--- src/rtl/huffman_bit_packer.sv ---
// Packs variable-length Huffman codewords MSB-first into a byte stream with a
// valid/ready output handshake and a zero-padding flush of the final partial byte.
module huffman_bit_packer #(
  parameter int MAX_CODE_LEN = 10,
  parameter int ACC_W        = MAX_CODE_LEN + 7
) (
  input  logic                    clk,
  input  logic                    rst_n,
  input  logic [MAX_CODE_LEN-1:0] code_in,
  input  logic [3:0]              code_len,
  input  logic                    code_valid,
  output logic                    code_ready,
  input  logic                    flush,
  output logic [7:0]              byte_out,
  output logic                    byte_valid,
  input  logic                    byte_ready,
  output logic                    flush_done,
  output logic                    err_len,
  output logic [15:0]             byte_count
);

  localparam int CNT_W = $clog2(ACC_W + 1);

  logic [ACC_W-1:0] acc;
  logic [CNT_W-1:0] cnt;
  logic             flush_pending;

  logic             out_free;
  logic             accept;
  logic             len_legal;
  logic             emit;
  logic             flush_fire;
  logic [ACC_W-1:0] code_bits;
  logic [ACC_W-1:0] acc_shifted;
  logic [ACC_W-1:0] emit_shift;
  logic [ACC_W-1:0] flush_shift;
  logic [15:0]      count_inc;

  // Ready depends only on registered state so upstream can never form a loop through it.
  assign code_ready = (cnt < CNT_W'(8)) && !flush_pending;
  assign out_free   = !byte_valid || byte_ready;
  assign accept     = code_valid && code_ready;
  assign len_legal  = code_len <= 4'(MAX_CODE_LEN);
  assign emit       = (cnt >= CNT_W'(8)) && out_free;
  assign flush_fire = flush_pending && (cnt < CNT_W'(8)) && out_free;
  assign count_inc  = (byte_count == 16'hFFFF) ? byte_count : byte_count + 16'd1;

  // NOTE: every always_comb output gets a default first so no path leaves it unassigned (no latch).
  always_comb begin
    code_bits   = '0;
    acc_shifted = '0;
    emit_shift  = '0;
    flush_shift = '0;
    code_bits   = ACC_W'(code_in) & ((ACC_W'(1) << code_len) - ACC_W'(1));
    acc_shifted = (acc << code_len) | code_bits;
    // Oldest eight bits sit at acc[cnt-1 -: 8]; only meaningful when cnt >= 8.
    emit_shift  = acc >> (cnt - CNT_W'(8));
    // Left-justify the cnt (< 8) leftover bits into a byte, zero-filling below.
    flush_shift = acc << (CNT_W'(8) - cnt);
  end

  // NOTE: state registers use non-blocking assignments so every update samples pre-edge values.
  always_ff @(posedge clk or negedge rst_n) begin
    if (!rst_n) begin
      acc           <= '0;
      cnt           <= '0;
      flush_pending <= 1'b0;
      byte_out      <= 8'h00;
      byte_valid    <= 1'b0;
      flush_done    <= 1'b0;
      err_len       <= 1'b0;
      byte_count    <= 16'd0;
    end else begin
      flush_done <= 1'b0;

      if (flush && !flush_pending) begin
        flush_pending <= 1'b1;
      end

      if (accept && code_len != 4'd0) begin
        if (len_legal) begin
          acc <= acc_shifted;
          cnt <= cnt + CNT_W'(code_len);
        end else begin
          err_len <= 1'b1;
        end
      end

      // Accept (cnt < 8) and emit (cnt >= 8) cannot both fire, so cnt has one writer per cycle.
      if (emit) begin
        byte_out   <= emit_shift[7:0];
        byte_valid <= 1'b1;
        cnt        <= cnt - CNT_W'(8);
        byte_count <= count_inc;
      end else if (flush_fire) begin
        flush_pending <= 1'b0;
        flush_done    <= 1'b1;
        if (cnt != '0) begin
          byte_out   <= flush_shift[7:0];
          byte_valid <= 1'b1;
          cnt        <= '0;
          byte_count <= count_inc;
        end else if (byte_ready) begin
          byte_valid <= 1'b0;
        end
      end else if (byte_ready) begin
        byte_valid <= 1'b0;
      end
    end
  end

endmodule

--- config.mk ---
export PLATFORM = sky130hd
export DESIGN_NAME = huffman_bit_packer
export DESIGN_NICKNAME = d
export VERILOG_FILES = /design/src/rtl/huffman_bit_packer.sv
export SDC_FILE = /design/constraint.sdc
export NUM_CORES = 1
export LEC_CHECK = 0
export CAP_MARGIN = 5
export CORE_UTILIZATION = 40
export CTS_CLUSTER_DIAMETER = 60
export DETAILED_ROUTE_END_ITERATION = 8
export PLACE_DENSITY_LB_ADDON = 0.3
export REMOVE_ABC_BUFFERS = 1
export SYNTH_ARGS = -nofsm -noshare
export SYNTH_HDL_FRONTEND = slang
export SYNTH_SLANG_ARGS = --single-unit
--- constraint.sdc ---
create_clock -name clk -period 3.2 [get_ports clk]
set_clock_uncertainty 0.05 [all_clocks]
set_input_delay 0.32 -clock clk [delete_from_list [all_inputs] [get_ports clk]]
set_output_delay 0.32 -clock clk [all_outputs]
set_load 0.005 [all_outputs]
Yosys cells after proc, flatten, opt, wreduce, memory -nomap -nowiden --
Cells that the tools add are included.
Cells by class: $add $sub $neg 5, $lt $le $gt $ge 3, eq/ne operators 1, shift-type cells 4, multiplexer cells 21, bitwise gates (word level) 3, reduce and logical (&&, ||, !) cells 17
Operator list (count):
- 2-to-1 mux 16 bit | 4
- 2-to-1 mux 5 bit | 5
- 2-to-1 mux 8 bit | 3
- AND 10 x 17 -> 17 bit | 1
- OR 17 bit | 1
- left shift 1 x 4 -> 17 bit (first input constant) | 1
- left shift 17 x 4 -> 17 bit | 1
- left shift 17 x 5 -> 8 bit | 1
- right shift 17 x 5 -> 8 bit | 1
- subtractor 17 x 1 -> 17 bit (second input constant) | 1
- adder 16 x 1 -> 16 bit (second input constant) | 1
- == test 16 bit (second input constant) | 1
- 2-to-1 mux 1 bit | 9
- logical AND 1 bit | 7
- AND reduction 2 bit | 3
- adder 5 x 4 -> 5 bit | 1
- greater-or-equal comparator 5 x 4 -> 1 bit (second input constant) | 1
- less-than comparator 5 x 4 -> 1 bit (second input constant) | 1
- nonzero test 5 bit | 1
- subtractor 4 x 5 -> 5 bit (first input constant) | 1
- subtractor 5 x 4 -> 5 bit (second input constant) | 1
- less-or-equal comparator 4 bit (second input constant) | 1
- nonzero test 2 bit | 2
- nonzero test 4 bit | 1
- 3 further kinds | 4
Storage, ports and cells: bits in registers 50, input bits 19, output and inout port bits 28, logic and storage cells 62

Logic depth before layout (Yosys ltp) --
word-level depth 8, gate-level depth with buffers 10, mapped depth without buffers 8

Least setup slack after synthesis --
No wires, ideal clock.
path type register -> register, start reg cnt[0], end reg byte_out[7], setup time 0.138 ns, arrival time 2.215 ns, data required time 3.012 ns, path slack 0.797 ns, stages on the path, launching flop included 10, buffers on the path 3, period minus slack after synthesis 2.403 ns, cells stage by stage dfrtp_1 buf_2 inv_1 buf_4 ha_1 clkbuf_1 mux4_2 nand2_1 o21a_1 o221ai_1
Between the ends: cells in the longest elaborated chain, start to end 5, elaborated cells on any way between the ends 16, classes of those cells add/sub (2); order compare (2); shift (2); mux (3); reduce/logical (7)
Ends and longest elaborated chain:
- start, declared | RTL line 25 | logic [CNT_W-1:0] cnt;
- start signal, assigned | RTL line 83 | cnt <= cnt + CNT_W'(code_len);
- start signal, assigned | RTL line 93 | cnt <= cnt - CNT_W'(8);
- subtractor 4 x 5 -> 5 bit or less-than comparator 5 x 4 -> 1 bit (tied branches) | RTL line 59, 45
- left shift 17 x 5 -> 8 bit or logical AND 1 bit (tied branches) | RTL line 59, 45
- 2-to-1 mux 8 bit or logical AND 1 bit (tied branches) | RTL line 98, 45
- 2-to-1 mux 8 bit or nonzero test 2 bit (tied branches)
- 2-to-1 mux 8 bit or AND reduction 2 bit (tied branches)
- end signal, assigned | RTL line 91 | byte_out <= emit_shift[7:0];
- end signal, assigned | RTL line 99 | byte_out <= flush_shift[7:0];
- end, declared | RTL line 14 | output logic [7:0] byte_out,
Several ways; a longest one is shown, not always the timed one. The select of a mux whose other input is x is not followed. A chain may end at the register's enable or synchronous reset.

Final worst setup path --
start reg cnt[0], end reg byte_out[3]
The elaborated chain is that of the path after synthesis.

==> metrics.cfg <==
[outcome]
status = completed

[logic_synthesis]
yosys.area.top_type = dfrtp_1
seq_area_frac_synth_pct = 30.58
syn_inst = 444
synth.area.top_cells = dfrtp_1, mux4_2, mux2i_1, nand2_1, mux2_2
synth_top_area_share_pct = 30.58
synth.distinct_cells = 61
syn_area_per_cell_um2 = 9.215
yosysWarnings = 0
synth_ff_type = dfrtp_1
async_reset_ff_share_pct = 100.0
ys_seq_elements = 50
synth_edf_count = 0
syn_area_um2 = 4091

[critical_path]
crit_path_max_fanout = 7
cp-end-kind = flop
critPathMaxStageDelay_ps = 540
cp.required_ps = 3310
path_class = reg -> reg
crit_chain = inv_1 -> ha_1 -> nor2b_1 -> a211oi_4 -> nor2_1 -> buf_4 -> o311ai_0
critPathLaunchType = flop
critPathTopFamily = simple AND/OR/NAND/NOR gates
cp.arrival_ps = 2510
critical-path-slowest-cell = nor2_1
crit_buf_inv = 2

[placed_design]
dpl.cell_count = 605
numPortBuffers = 46
gp_congestion = 0.9074
hpwl_um = 8088
placed_area_um2 = 4647
place_worst_setup_slack_ps = 593.2

[global_routing]
gr-total-overflow = 0
grt_pass1_vias = 3440
grt_max_degree = 30
antenna_found_initial = 0
grt_pass1_wl_um = 17680
grt.total_usage_pct = 21.61

[cts]
htreeDepth = 2
cts_inserted_buffers = 5
clk_path_buf_depth = 2
root_buffer = clkbuf_8
path_clk_slew_ps = 110
cts_setup_buffers = 0
clock_sinks = 50
clk_latency_ps = 320
cts_tree = done

[detailed_routing]
wl_per_cell_um = 17.51
drtPass1Iterations = 5
viasPerCell = 5.901
postRouteAntennaNets = 0
wl_um = 10750
drt_iter0_drc = 299
vias = 3623
drc = 0

[finish]
n_antenna_cell = 0
register_area_um2 = 1251
postLayoutCellArea_um2 = 4752
syn_to_final_growth_pct = 16.15
multi_input_area_um2 = 2628
fin_util_pct = 48.17
drive_gt1_share_pct = 14.35
layout.cells.non_filler = 614
layout.nets = 509
n_fill_cell = 920

[sta]
hold_viol_final = 0
setup_viol = 0
rsz0062_at_grt = false
fin_crit_sh_pct = 75.02
setup_slack_ps = 799.5
period_minus_slack_ps = 2401
tns_ps = 0
timing.fmax_mhz = 416.6
slew-limit-headroom_pct = 50.70
worst_pin_slew_ps = 739.5
maxSlewViolCount = 0

[power]
p_leak_nw = 1.884
power_per_cell_area_nw_per_um2 = 914.6
irDropWorstVdd_mv = 0.5116

[floorplan]
coreArea_um2 = 9864
die_width_um = 103.1
initial_utilization_pct = 41.48
ioPinCount = 47
die_area_um2 = 10640
fp-row-count = 36
die_h_um = 103.1

[min_path]
hp-class = in -> async

[flow_run]
drv_cap = 0

[repair_timing]
item / 4_1_cts / 5_1_grt
endpoints found under the hold margin: 21 / 0
resized for setup: 0 / 0
hold buffers: 1 / 0
[cell usage after synthesis, types with 3 or more instances]
| cell | count |
|---|---|
| dfrtp_1 | 50 |
| inv_1 | 11 |
| o22ai_1 | 4 |
| ha_1 | 9 |
| nand3_1 | 10 |
| buf_2 | 11 |
| a221oi_1 | 3 |
| a21o_1 | 3 |
| nand4_1 | 9 |
| clkbuf_1 | 13 |
| mux4_2 | 16 |
| nand2_1 | 65 |
| and4_1 | 3 |
| mux2i_1 | 27 |
| xnor2_1 | 9 |
| a31oi_1 | 5 |
| nor4_2 | 3 |
| nand2b_1 | 6 |
| o221ai_1 | 4 |
| buf_4 | 6 |
| mux2_2 | 16 |
| nand3b_1 | 3 |
| xor2_1 | 12 |
| a21oi_1 | 22 |
| nor3_1 | 15 |
| nor2_1 | 31 |
| nor2b_1 | 8 |
| a32o_1 | 4 |
| o21ai_0 | 22 |
| a211oi_1 | 4 |
[stage by stage]
stage / hold WS, ps / total power (W)
floorplan: -25.59 / 0.003013
global placement: 266.0 / 0.003901
detailed placement: 267.0 / 0.003928
CTS: 448.1 / 0.004351
global route: 466.8 / 0.004693
finish: 428.9 / 0.004346
[final cells by class]
| class | instances | share of cell area, % |
|---|---|---|
| multi-input cells | 351 | 55.29 |
| flip-flops and latches | 50 | 26.33 |
| clock inverters | 3 | 0.5529 |
| well taps | 133 | 3.502 |
| inverters | 11 | 0.8689 |
| repair buffers | 61 | 12.01 |
| clock buffers | 5 | 1.448 |
[cell usage in the layout (no fill, tap or decap), types with 10 or more instances in the layout]
master / synthesis / routed
a21oi_1: 22 / 22
buf_4: 6 / 14
clkdlybuf4s50_1: 0 / 45
dfrtp_1: 50 / 50
inv_1: 11 / 11
mux2_2: 16 / 16
mux2i_1: 27 / 27
mux4_2: 16 / 16
nand2_1: 65 / 65
nand3_1: 10 / 10
nor2_1: 31 / 31
nor3_1: 15 / 15
o21ai_0: 22 / 22
xor2_1: 12 / 12
[cell families (layout without fill, tap and decap cells)]
kind of cell    after synthesis  in the layout  share of synthesized area, %
compound gates               98             98                         17.13
mux                          59             59                         19.82
fa+ha+maj                    10             10                         3.242
buf+inv                      43             80                         5.199
flops                        50             50                         30.58
simple gates                163            163                         19.54
xor+xnor                     21             21                         4.496
[final timing paths]
kind,start,end,slack (ps),cells after the start
min in group clk,byte_out[4],byte_out[4],450,1
max in group asynchronous,rst_n,acc[2],1870,3
hold reg to reg,byte_out[4],byte_out[4],450,1
setup / recovery,cnt[0],byte_out[3],800,7
setup reg to reg,cnt[0],byte_out[3],800,7
hold / removal,rst_n,byte_count[9],430,2
[state kept, by name, indices dropped and copies added (netlist names)]
signal and flops:
flush_pending 1, err_len 1, byte_valid 1, byte_out 8, byte_count 16, acc 17
flush_done 1, cnt 5
[metal layers]
metal | track usage, % | vias up | share of wire (%) | wire length, um
li1 | - | 1707 | - | -
met1 | 29.51 | 1773 | 46 | 4948
met2 | 34.87 | 129 | 46 | 4971
met3 | 4.203 | 14 | 6.4 | 686
met4 | 6.176 | 0 | 1.4 | 148
met5 | 0 | - | 0 | 0
[power by group]
group / internal [W] / switching [W] / total, W
clock network: 0.000162 / 0.000244 / 0.000406
logic: 0.00130 / 0.00142 / 0.00272
registers: 0.000854 / 0.000370 / 0.00122
No activity file was read; power rests on OpenSTA's default activity.
==> RTL change: new RTL, same settings <==
Set the parameter `MAX_CODE_LEN` to 5 (it was 10).
--- a/src/rtl/huffman_bit_packer.sv
+++ b/src/rtl/huffman_bit_packer.sv
@@ -2,5 +2,5 @@
 // valid/ready output handshake and a zero-padding flush of the final partial byte.
 module huffman_bit_packer #(
-  parameter int MAX_CODE_LEN = 10,
+  parameter int MAX_CODE_LEN = 5,
   parameter int ACC_W        = MAX_CODE_LEN + 7
 ) (
Interface: changed (resized code_in); port bits go from 47 to 42. The function was not compared with the original's and may differ.
==> RTL change against the original RTL <==
Fmax fell by 1.9%; via count is 30% lower; design area down 24%; die area shrank 25%; wire length decreased by 36%; sequential cell count down 6; sequential share of layout area increased by 4.2 points; worst setup slack lost 46 ps; final cell count is 26% lower; synthesized area fell by 26%; power decreased by 29%; largest cell class unchanged; largest power group unchanged.
==> RTL change: results (changes against the original RTL) <==
[status]
status = completed

[finish]
num_antenna_cells = 0  ; unchanged
layout.nets = 376  ; -26%
drive_above_1_share_pct = 7.865  ; -6.5 points
top_regs = byte_count x16, acc x12, byte_out x8
nFillCells = 715  ; -22%

[route]
drt_iter0_drc = 158  ; -47%
drt-total-wl_um = 6897  ; -36%
highest_layer = met4
wl_met1_um = 3145  ; -36%
routed-wl-met2_um = 3366  ; -32%
first_pass_iters = 4  ; -1
wl_met3_um = 259  ; -62%
dr_total_vias = 2527  ; -30%

[synthesis]
synth_warnings = 0  ; unchanged
synth_common_cells = dfrtp_1, nand2_1, mux2i_1
synth-async-reset-ratio_pct = 100.0  ; unchanged
synth.area.top_cells = dfrtp_1, mux2i_1, nand2_1
ys_types = 54  ; -11%
yosysSeqAreaShare_pct = 36.30  ; +5.7 points

[global_route]
grt_max_degree = 45  ; +50%
grt_pass1_wl_um = 11650  ; -34%
track_usage_pct = 19.21  ; -2.4 points
antenna_found_initial = 0  ; unchanged
grt_pass1_vias = 2408  ; -30%

[worst_setup_path]
critPathMaxStageDelay_ps = 580  ; +40 ps
cp_slowest_cell = or3_1
critPathMaxFanout = 17  ; +10
path_delay_family = simple AND/OR/NAND/NOR gates
worst_ep_arrival_time_ps = 2600  ; +90 ps

[pwr]
vdd_ir_drop_max_v = 0.0003352  ; -34%
leakage_nw = 1.498  ; -20%
netSwitchingFraction_pct = 42.86  ; -3.9 points

[place]
place_congestion = 0.8413  ; -7.3%
dp_hpwl_um = 5029  ; -38%
placed_cell_area_mm2 = 0.003487  ; -25%
io_buffers = 41  ; -11%

[clock_tree]
post_cts_resized = 0  ; unchanged
clockBufferDepth = 2  ; unchanged
root_buffer = clkbuf_8
cts-buffers-inserted = 5  ; unchanged
clock_latency_ps = 310
post-cts-setup-buffers = 0  ; unchanged
cts.reportedPaths.clkPinSlew_ps = 90  ; -20 ps
htreeDepth = 2  ; unchanged

[timing]
final_max_slew_viol_count = 0  ; unchanged
relSlewSlack_pct = 34.56  ; -16 points

[min_path]
min_path_type = in -> async

RTL change: cell types whose count changed after synthesis, sizes merged, moves of 9 or more:
| cell | unedited run | this run |
|---|---|---|
| mux2 | 16 | 7 |
| a21oi | 22 | 11 |
| mux4 | 16 | 4 |
| nand2 | 66 | 35 |
| xor2 | 12 | 2 |
RTL change: final cells by class:
type / count / area [um^2] / share of cell area, %
flip-flops and latches: 44 / 1101 / 30.56
inverters: 12 / 45.04 / 1.250
multi-input cells: 245 / 1767 / 49.03
well taps: 99 / 123.9 / 3.438
clock buffers: 5 / 68.82 / 1.910
clock inverters: 3 / 47.55 / 1.319
repair buffers: 47 / 450.4 / 12.50
RTL change: metal layers:
layer  GRT usage, %  vias up
met2          32.87       66
met5              0        -
met1          24.16     1204
li1               -     1245
met3          3.509       12
met4          7.504        0
RTL change: power by group through the flow:
stage / Clock (mW) / Combinational, mW / Sequential (mW)
final: 0.443 / 1.65 / 0.989
after detailed placement: 0 / 1.65 / 1.00
after global routing: 0.478 / 1.84 / 1.03
after CTS: 0.454 / 1.65 / 0.992
after floorplan: 0 / 1.08 / 0.990
after global placement: 0 / 1.63 / 0.997
RTL change: worst paths after layout:
kind | slack [ps] | cells after the start | endpoint | startpoint
worst max register to register | 750 | 6 | byte_count[1] | cnt[0]
worst min-delay path | 110 | 1 | byte_count[5] | rst_n
worst max-delay path | 750 | 6 | byte_count[1] | cnt[0]
max in group asynchronous | 2380 | 1 | cnt[1] | rst_n
worst min register to register | 450 | 1 | err_len | err_len
min in group clk | 450 | 1 | err_len | err_len
RTL change: cells by family after synthesis:
| family | share of synthesized area [%] |
|---|---|
| muxes | 15.47 |
| DFF | 36.30 |
| adders and majority gates | 3.135 |
| buffers and inverters | 5.446 |
| xor gates and xnor gates | 5.157 |
| AOI/OAI and AO/OA | 16.91 |
| and+or+nand+nor | 17.57 |
RTL change: worst register-to-register path, cell delays in order (launching register included):
cell	delay, ps
dfrtp_1	370
inv_2	130
ha_1	300
nor3b_1	160
or3_1	580
a41oi_4	410
mux2_1	360
RTL change: through the flow:
step	setup slack, ps	cells
after floorplan	507.2	301
after global placement	768.9	447
after detailed placement	708.3	447
after CTS	740.4	455
after global routing	589.4	455
final	753.1	455
